File: src/rtl/aes_pkg.sv
// rtl/aes_pkg.sv - shared AES types, FSM encoding, inverse S-box and GF(2^8) helpers
package aes_pkg;

  typedef logic [0:127] aes_block_t;

  typedef enum logic [1:0] {
    IDLE = 2'd0,
    RUN  = 2'd1,
    DONE = 2'd2
  } aes_fsm_e;

  // Byte x of the inverse S-box lives at bits [8*x +: 8].
  localparam logic [0:2047] INV_SBOX = {
    128'h52096ad53036a538bf40a39e81f3d7fb,
    128'h7ce339829b2fff87348e4344c4dee9cb,
    128'h547b9432a6c2233dee4c950b42fac34e,
    128'h082ea16628d924b2765ba2496d8bd125,
    128'h72f8f66486689816d4a45ccc5d65b692,
    128'h6c704850fdedb9da5e154657a78d9d84,
    128'h90d8ab008cbcd30af7e45805b8b34506,
    128'hd02c1e8fca3f0f02c1afbd0301138a6b,
    128'h3a9111414f67dcea97f2cfcef0b4e673,
    128'h96ac7422e7ad3585e2f937e81c75df6e,
    128'h47f11a711d29c5896fb7620eaa18be1b,
    128'hfc563e4bc6d279209adbc0fe78cd5af4,
    128'h1fdda8338807c731b11210592780ec5f,
    128'h60517fa919b54a0d2de57a9f93c99cef,
    128'ha0e03b4dae2af5b0c8ebbb3c83539961,
    128'h172b047eba77d626e169146355210c7d
  };

  function automatic int nr_of(input int nk);
    return nk + 6;
  endfunction

  function automatic logic [7:0] xtime(input logic [7:0] b);
    return {b[6:0], 1'b0} ^ (b[7] ? 8'h1b : 8'h00);
  endfunction

  // Multiplier operands in InvMixColumns never exceed 4'he, so a nibble suffices.
  function automatic logic [7:0] gmul(input logic [7:0] a, input logic [3:0] m);
    logic [7:0] p;
    logic [7:0] t;
    p = 8'h00;
    t = a;
    for (int i = 0; i < 4; i++) begin
      if (m[i]) p = p ^ t;
      t = xtime(t);
    end
    return p;
  endfunction

  function automatic logic [7:0] inv_sbox(input logic [7:0] x);
    return INV_SBOX[8*int'(x) +: 8];
  endfunction

endpackage

File: src/rtl/aes_inv_round.sv
// rtl/aes_inv_round.sv - one combinational AES inverse round, final-round variant skips InvMixColumns
module aes_inv_round
  import aes_pkg::*;
(
  input  aes_block_t state_i,
  input  aes_block_t rk_i,
  input  logic       is_final_i,
  output aes_block_t next_o
);

  aes_block_t sr;
  aes_block_t sb;
  aes_block_t ark;
  aes_block_t mc;
  logic [7:0] a0, a1, a2, a3;

  // Byte index is row + 4*column; row r rotates right by r columns.
  always_comb begin
    sr = '0;
    sb = '0;
    mc = '0;
    a0 = '0;
    a1 = '0;
    a2 = '0;
    a3 = '0;
    for (int c = 0; c < 4; c++) begin
      for (int r = 0; r < 4; r++) begin
        sr[8*(r+4*c) +: 8] = state_i[8*(r+4*((c-r+4)%4)) +: 8];
      end
    end
    for (int i = 0; i < 16; i++) begin
      sb[8*i +: 8] = inv_sbox(sr[8*i +: 8]);
    end
    ark = sb ^ rk_i;
    for (int c = 0; c < 4; c++) begin
      a0 = ark[32*c      +: 8];
      a1 = ark[32*c + 8  +: 8];
      a2 = ark[32*c + 16 +: 8];
      a3 = ark[32*c + 24 +: 8];
      mc[32*c      +: 8] = gmul(a0, 4'he) ^ gmul(a1, 4'hb) ^ gmul(a2, 4'hd) ^ gmul(a3, 4'h9);
      mc[32*c + 8  +: 8] = gmul(a0, 4'h9) ^ gmul(a1, 4'he) ^ gmul(a2, 4'hb) ^ gmul(a3, 4'hd);
      mc[32*c + 16 +: 8] = gmul(a0, 4'hd) ^ gmul(a1, 4'h9) ^ gmul(a2, 4'he) ^ gmul(a3, 4'hb);
      mc[32*c + 24 +: 8] = gmul(a0, 4'hb) ^ gmul(a1, 4'hd) ^ gmul(a2, 4'h9) ^ gmul(a3, 4'he);
    end
    next_o = is_final_i ? ark : mc;
  end

endmodule

File: src/rtl/aes_inv_cipher_iter.sv
// rtl/aes_inv_cipher_iter.sv - iterative AES-128/192/256 inverse cipher, one round per clock
// Define AES_INBUF_EN to add a one-entry input skid buffer for gap-free back-to-back blocks.
module aes_inv_cipher_iter
  import aes_pkg::*;
#(
  parameter int NK = 4
) (
  input  logic                  clk,
  input  logic                  reset,
  input  logic                  in_valid,
  output logic                  in_ready,
  input  logic [0:127]          in_data,
  input  logic [0:128*(NK+7)-1] words,
  output logic                  out_valid,
  input  logic                  out_ready,
  output logic [0:127]          out_data,
  output logic                  busy
);

  localparam int NR = nr_of(NK);

  if (NK != 4 && NK != 6 && NK != 8) begin : g_bad_nk
    $error("aes_inv_cipher_iter: NK must be 4, 6 or 8");
  end

  aes_fsm_e   fsm_q;
  aes_block_t blk_q;
  aes_block_t blk_d;
  aes_block_t start_src;
  aes_block_t rk_rnd;
  aes_block_t rk_top;
  logic [3:0] rnd_q;
  logic       out_valid_q;
  logic       busy_q;
  logic       take;
  logic       start_vld;
  logic       start;

  assign rk_top = words[128*NR +: 128];
  assign rk_rnd = words[128*int'(rnd_q) +: 128];
  assign take   = in_valid && in_ready;

  aes_inv_round u_round (
    .state_i    (blk_q),
    .rk_i       (rk_rnd),
    .is_final_i (rnd_q == 4'd0),
    .next_o     (blk_d)
  );

`ifdef AES_INBUF_EN
  aes_block_t buf_q;
  logic       buf_valid_q;
  logic       buf_load;

  assign in_ready  = !reset && !buf_valid_q;
  assign start_vld = buf_valid_q || take;
  assign start_src = buf_valid_q ? buf_q : in_data;
  // A block arriving on the DONE handshake edge bypasses the buffer.
  assign buf_load  = take && (fsm_q == RUN || (fsm_q == DONE && !out_ready));

  always_ff @(posedge clk or posedge reset) begin
    if (reset) begin
      buf_valid_q <= 1'b0;
      buf_q       <= '0;
    end else if (buf_load) begin
      buf_valid_q <= 1'b1;
      buf_q       <= in_data;
    end else if (fsm_q == DONE && out_ready) begin
      buf_valid_q <= 1'b0;
    end
  end
`else
  assign in_ready  = !reset && (fsm_q == IDLE || (fsm_q == DONE && out_ready));
  assign start_vld = take;
  assign start_src = in_data;
`endif

  assign start = start_vld && (fsm_q == IDLE || (fsm_q == DONE && out_ready));

  always_ff @(posedge clk or posedge reset) begin
    if (reset) begin
      fsm_q       <= IDLE;
      blk_q       <= '0;
      rnd_q       <= 4'd0;
      out_valid_q <= 1'b0;
      busy_q      <= 1'b0;
    end else if (start) begin
      fsm_q       <= RUN;
      blk_q       <= start_src ^ rk_top;
      rnd_q       <= 4'(NR - 1);
      out_valid_q <= 1'b0;
      busy_q      <= 1'b1;
    end else begin
      case (fsm_q)
        IDLE: ;
        RUN: begin
          blk_q <= blk_d;
          if (rnd_q == 4'd0) begin
            fsm_q       <= DONE;
            out_valid_q <= 1'b1;
            busy_q      <= 1'b0;
          end else begin
            rnd_q <= rnd_q - 4'd1;
          end
        end
        DONE: begin
          if (out_ready) begin
            fsm_q       <= IDLE;
            out_valid_q <= 1'b0;
          end
        end
        default: fsm_q <= IDLE;
      endcase
    end
  end

  assign out_valid = out_valid_q;
  assign out_data  = blk_q;
  assign busy      = busy_q;

endmodule
File: config.mk
export PLATFORM = sky130hd
export DESIGN_NAME = aes_inv_cipher_iter
export DESIGN_NICKNAME = d
export VERILOG_FILES = /design/src/rtl/aes_pkg.sv /design/src/rtl/aes_inv_round.sv /design/src/rtl/aes_inv_cipher_iter.sv
export SDC_FILE = /design/constraint.sdc
export NUM_CORES = 2
export LEC_CHECK = 0
export BUFFER_PORTS_ARGS = -buffer_cell sky130_fd_sc_hd__buf_4
export CELL_PAD_IN_SITES_DETAIL_PLACEMENT = 1
export CELL_PAD_IN_SITES_GLOBAL_PLACEMENT = 1
export CORE_AREA = 3 3 641 643
export CTS_CLUSTER_SIZE = 8
export DETAILED_ROUTE_END_ITERATION = 8
export DIE_AREA = 0 0 644 646
export GPL_ROUTABILITY_DRIVEN = 0
export PLACE_DENSITY = 0.5
export RECOVER_POWER = 25
export SYNTH_ARGS = -nofsm -noshare
export SYNTH_HDL_FRONTEND = slang
export SYNTH_SLANG_ARGS = --single-unit
File: constraint.sdc
create_clock -name clk -period 5.8 [get_ports clk]
set_input_delay 0.29 -clock clk [delete_from_list [all_inputs] [get_ports clk]]
set_output_delay 0.29 -clock clk [all_outputs]
set_load 0.02 [all_outputs]
* After elaboration in Yosys (flattened, before gate mapping) *
Index checks and enable logic that the tools add are counted.

storage, ports and cells
  flip-flop bits (word level) = 136
  bits in latches = 0
  RAM bits = 0
  memory bits (read-only) = 0
  input bits = 1,540
  output and inout bits = 131
  word-level logic and storage cells = 336
  memories = 0

operators by class
  add/subtract/negate cells = 1
  multipliers = 0
  divide/modulo/power cells = 0
  magnitude comparators = 0
  equal/unequal tests = 6
  shift operators = 17
  muxes and demuxes = 65
  bitwise operators = 227
  reduce and logical (&&, ||, !) cells = 15

operators by type and width
  operator                       number
  $shiftx 2048x32->2049 const A  16
  $xor 8x8->8                    196
  $shiftx 1408x32->1409          1
  $not 11->32                    17
  $mux 128                       3
  $xor 128x128->128              2
  $mux 5                         48
  $xor 8x5->8                    12
  $mux 4                         3
  $mux 1                         6
  $mux 2                         3
  $pmux 2 s3                     1
  $reduce_and 3->1               2
  $logic_and 1x1->1              4
  $logic_not 4->1                1
  $ne 2x2->1 const B             2
  $reduce_and 2->1               2
  $reduce_bool 2->1              2
  $sub 4x1->4 const B            1
  $ne 3x2->1 const B             1
  $ne 3x3->1 const B             1
  $reduce_bool 3->1              1
  $eq 2x1->1 const B             1
  $eq 2x2->1 const B             1
  4 further kinds                4

* Logic depth before layout (Yosys ltp) *
  depth in word-level cells = 16
  gate-level depth with buffers = 20
  gate-level depth less buffers = 16

* Hierarchy *
Synthesis repeated with hierarchy kept, for this count alone.

unflattened totals
  cells, all modules = 11,289
  area total of the unflattened synthesis = 84,986.5 sq um

modules (own cells, without submodules)
  module               times used  cells each  area an instance (sq um)  sequential area each (sq um)
  aes_inv_round        1           9,661       66,585.1                  0.0
  aes_inv_cipher_iter  1           1,628       18,401.4                  3,403.3

* Worst setup path after synthesis *
OpenSTA, ideal clock, no wires.

  path kind = reg-to-reg
  start point = register blk_q[10], in the netlist out_data[117]
  end point = register blk_q[84], in the netlist out_data[43]
  setup time = 0.142 ns
  arrival time = 5.445 ns
  slack = 0.213 ns
  stages on the path, launching flop included = 18
  clock period less this slack = 5.587 ns
  path through = dfrtp_1 > buf_4 > buf_2 > clkinv_1 > clkbuf_1 > ha_1 > or4b_2 > o311ai_0 > nor3_1 > or3_1 > o32ai_1 > xnor2_2 > xor2_1 > xnor2_1 > xnor3_1 > xnor3_1 > xnor2_1 > o221ai_1

between the ends
  cells in the longest elaborated chain, start to end = 13
  elaborated cells on any way between the ends = 16
  those cells by class = 1 x shift; 6 x mux; 9 x bitwise

ends and longest elaborated chain
  what                                          line                       source
  start: declaration                            aes_inv_cipher_iter.sv:27  aes_block_t blk_q;
  start signal: assignment                      aes_inv_cipher_iter.sv:89  blk_q <= start_src ^ rk_top;
  start signal: assignment                      aes_inv_cipher_iter.sv:97  blk_q <= blk_d;
  $not 11->32 (implied by the code) (*)         aes_pkg.sv:54              return INV_SBOX[8*int'(x) +: 8];
  $shiftx 2048x32->2049 (*)                     aes_pkg.sv:54
  $xor 128x128->128 (*)                         aes_inv_round.sv:34        ark = sb ^ rk_i;
  $xor 8x8->8                                   aes_pkg.sv:37              return {b[6:0], 1'b0} ^ (b[7] ? 8'h1b : 8'h00);
  $mux 5 / $xor 8x8->8 (equally long branches)  aes_pkg.sv:37
  $xor 8x8->8 / $mux 5 (equally long branches)  aes_pkg.sv:37
  $xor 8x8->8                                   aes_pkg.sv:37
  $xor 8x8->8 (*)                               aes_pkg.sv:47              if (m[i]) p = p ^ t;
  $xor 8x8->8 (*) (2 in a row)                  aes_inv_round.sv:41        mc[32*c + 8 +: 8] = gmul(a0, 4'h9) ^ gmul(a1, 4'he) ^ gmul(a2, 4'hb) ^ gmul(a3, 4'hd);
  $mux 128 (*)                                  aes_inv_round.sv:45        next_o = is_final_i ? ark : mc;
  $mux 128 (*)                                  aes_inv_cipher_iter.sv:94  case (fsm_q)
  $mux 128 (*)                                  aes_inv_cipher_iter.sv:87  end else if (start) begin

Mark *: on every way between the ends. The rest lies on a longest branch, timed or not. The select of a mux whose other input is x is not followed.
A chain may end at the register's enable or synchronous reset.

* Worst setup path in the final report *
  start point = register rnd_q[1]
  end point = register blk_q[116], in the netlist out_data[11]

between the ends
  cells in the longest elaborated chain, start to end = 14
  elaborated cells on any way between the ends = 40
  those cells by class = 1 x shift; 14 x mux; 24 x bitwise; 1 x reduce/logical

ends and longest elaborated chain
  what                                          line                          source
  start: declaration                            aes_inv_cipher_iter.sv:32     logic [3:0] rnd_q;
  start signal: assignment                      aes_inv_cipher_iter.sv:90     rnd_q <= 4'(NR - 1);
  start signal: assignment                      aes_inv_cipher_iter.sv:103    rnd_q <= rnd_q - 4'd1;
  $not 11->32 (implied by the code)             aes_inv_cipher_iter.sv:40     assign rk_rnd = words[128*int'(rnd_q) +: 128];
  $shiftx 1408x32->1409                         aes_inv_cipher_iter.sv:40
  $xor 128x128->128                             aes_inv_round.sv:34
  $xor 8x8->8 / $mux 5 (equally long branches)  aes_pkg.sv:37
  $mux 5, or another cell as far along          aes_pkg.sv:37
  $xor 8x5->8, or another cell as far along     aes_pkg.sv:37
  $xor 8x8->8 (on tied branches)                aes_pkg.sv:37, aes_pkg.sv:47
  $xor 8x8->8                                   aes_pkg.sv:47
  $xor 8x8->8 (3 in a row)                      aes_inv_round.sv:41
  $mux 128 (*)                                  aes_inv_round.sv:45
  $mux 128 (*)                                  aes_inv_cipher_iter.sv:94
  $mux 128 (*)                                  aes_inv_cipher_iter.sv:87

Marks and branches as above.

==> flow_summary.yaml <==
finish:
  area_delta_synth_final_pct: 27.9
  fin_area_sq_um: 109000
  instances_no_fill: 18600
  mostFrequentLayoutCells: "buf_4, a21oi_1, nor2_1, o21ai_0, nand2_1"
  fin_nets: 14800
  layout-drive-gt1-share_pct: 26.9
  final_common_cell: "buf_4"
global_routing:
  grt_pass1_vias: 109000
  grt_max_degree: 130
  grt_pass1_wl_um: 1060000
  grt_usage_pct: 37.1
  grt-ovfl-total: 0
  grt_antenna_before_repair: 256
synthesis:
  synth.distinct_cells: 109
  yosys.area.top_type_share_pct: 9.16
  ys_top_cells_by_area: "mux4_2, xnor2_1, a21oi_1, ha_1, mux2i_1"
  yosys_warnings: 0
  synth_nets: 13400
  synth_top_area_cell: "mux4_2"
  async_reset_ff_share_pct: 100
  synthesis.area_sq_um: 85300
  synth_edf_count: 0
  avgSynthCellArea_sq_um: 7.41
  ys_seq_area_share_pct: 3.99
  synth-main-ff-cell: "dfrtp_1"
  synthCells: 11500
  ys_seq_elements: 136
clock_tree:
  cts_tree: "yes"
  clk_path_buf_depth: 2
  clkTransAtPathRegs_ns: 0.08
  h-tree-depth: 4
  clk_latency_ns: 0.58
  cts_buffers: 17
  cts_sinks: 136
  root_buffer: "clkbuf_16"
routing:
  totalWireLength_um: 815000
  dr_total_vias: 115000
  ant_nets: 0
  wl_per_cell_um: 43.8
  vias_per_cell: 6.19
  drcViolationCount: 0
  drtIter0Drc: 17500
  drtPass1Iterations: 6
min_path:
  min_path_cells: 3
  hold_path.class: "in -> reg"
  worstHoldStart: "in_data[43]"
  min_to: "out_data[43]$_DFFE_PP0P_"
placed_design:
  placed_area_sq_um: 108000
  dp_worst_setup_slack_ns: -0.0109
  hpwl_um: 669000
  placed_cells: 18300
  port_buffers: 1670
timing:
  rsz0062_at_grt: "false"
  hold_slack_ns: 0.109
  tightest_slew_ns: 1.47
  slew_violations: 0
  period_needed_ns: 5.80
  setup_viol: 0
  max-slew-margin-rel_pct: 1.26
  fin_crit_sh_pct: 100
  fmax_mhz: 172
  setup_ws_ns: 0.00152
  hold_viol: 0
  fin_worst_skew_ns: 0.0247
worst_setup_path:
  r2r_cells: 13
  crit_type: "reg -> reg"
  start_kind: "flop"
  crit_fanout: 44
  critical_path_required_ns: 6.23
  r2r-start: "rnd_q[1]$_DFFE_PP0P_"
  endpoint_kind: "flop"
  timing.rr.end: "out_data[11]$_DFFE_PP0P_"
  r2r_slack_ns: 0.002
  cp.arrival_ns: 6.23
  crit_start: "rnd_q[1]$_DFFE_PP0P_"
die:
  core_sq_um: 406000
  die_h_um: 646
  die_w_um: 644
  num_io_pins: 1671
  initial_core_util_pct: 21.0
  rows: 234
  die_area_sq_um: 416000
job:
  maxCapViolations: 1
run_status:
  status: "complete, but fails checks"
  violations: "capacitance limit"
-- synth_stat cells (all sizes together) (295+ instances only) --
library cell,number
a21oi,917
buf,637
clkbuf,698
ha,347
mux2i,377
mux4,347
nand2,699
nand2b,408
nor2,753
nor2b,346
nor3,295
o21ai,714
xnor2,575
xor2,353
-- stage by stage --
| stage | TNS (ns) | utilization, % |
|---|---|---|
| floorplan | 0 | - |
| global placement | -0.170 | 26.5 |
| detailed placement | -0.0183 | 26.5 |
| CTS | 0 | 26.7 |
| global route | 0 | 26.8 |
| finish | 0 | 26.9 |
-- worst max-delay path by stage --
stage / end / slack, ns
after floorplan: out_data[43]$_DFFE_PP0P_ / 0.21
after global placement: out_data[59]$_DFFE_PP0P_ / -0.1
after detailed placement: out_data[50]$_DFFE_PP0P_ / -0.01
after CTS: out_data[123]$_DFFE_PP0P_ / 0.03
after global routing: out_data[124]$_DFFE_PP0P_ / 0.02
final: out_data[11]$_DFFE_PP0P_ / 0.002
-- sequential cells by signal (all words and copies together) (netlist names) --
register and count:
out_data 128, rnd_q 4, fsm_q 2, busy 1, out_valid 1
-- worst max-delay path, stage by stage (launching register included) --
cell     delay [ns]
dfrtp_4        0.75
buf_12         0.28
nor2b_4        0.50
buf_4          0.30
buf_12         0.22
a21oi_1        0.17
o22ai_1        0.98
xor2_2         0.41
buf_4          0.32
xnor2_1        0.36
xnor3_1        0.49
xor2_1         0.16
xnor2_1        0.39
a21oi_1        0.14
-- per-layer routing --
layer  routed length (um)  GRT usage [%]  share of wire [%]  vias up
li1                     -              -                  -    47200
met5                  842              0               0.10        -
met2               329000           52.6                 40     8147
met3                95400           12.7                 12     1645
met1               312000           45.8                 38    58100
met4                77300           28.8                9.5      122
-- cells by family (layout without fill, tap and decap cells) --
| family | count (synthesis) | count (layout) | synth area share [%] |
|---|---|---|---|
| and+or+nand+nor | 3401 | 3401 | 20.3 |
| buffers and inverters | 1538 | 2945 | 7.87 |
| other | 0 | 272 | 0 |
| AOI/OAI and AO/OA | 4206 | 4206 | 34.2 |
| adders and majority gates | 353 | 353 | 5.23 |
| muxes | 800 | 800 | 14.6 |
| xor gates and xnor gates | 1077 | 1077 | 13.8 |
| DFF | 136 | 136 | 3.99 |
-- repair_timing --
action | CTS | global route
endpoints found under the setup margin | 4 | 10
resized for setup | 2 | 7
pin swaps | 0 | 1
hold buffers | 1 | 0
setup buffers | 0 | 1
hold endpoints to repair | 48 | 0
-- layout make-up --
cell class,instances,area (sq um)
multi-input cells,9837,75500
diodes,272,681
inverters,203,769
fillers,49200,297000
flip-flops and latches,136,3560
clock buffers,22,474
clock inverters,10,189
well taps,5428,6790
repair buffers,2710,21100
Power is not shown: default switching activity piles up to over one toggle a cycle in this logic, so the estimate is an artifact.
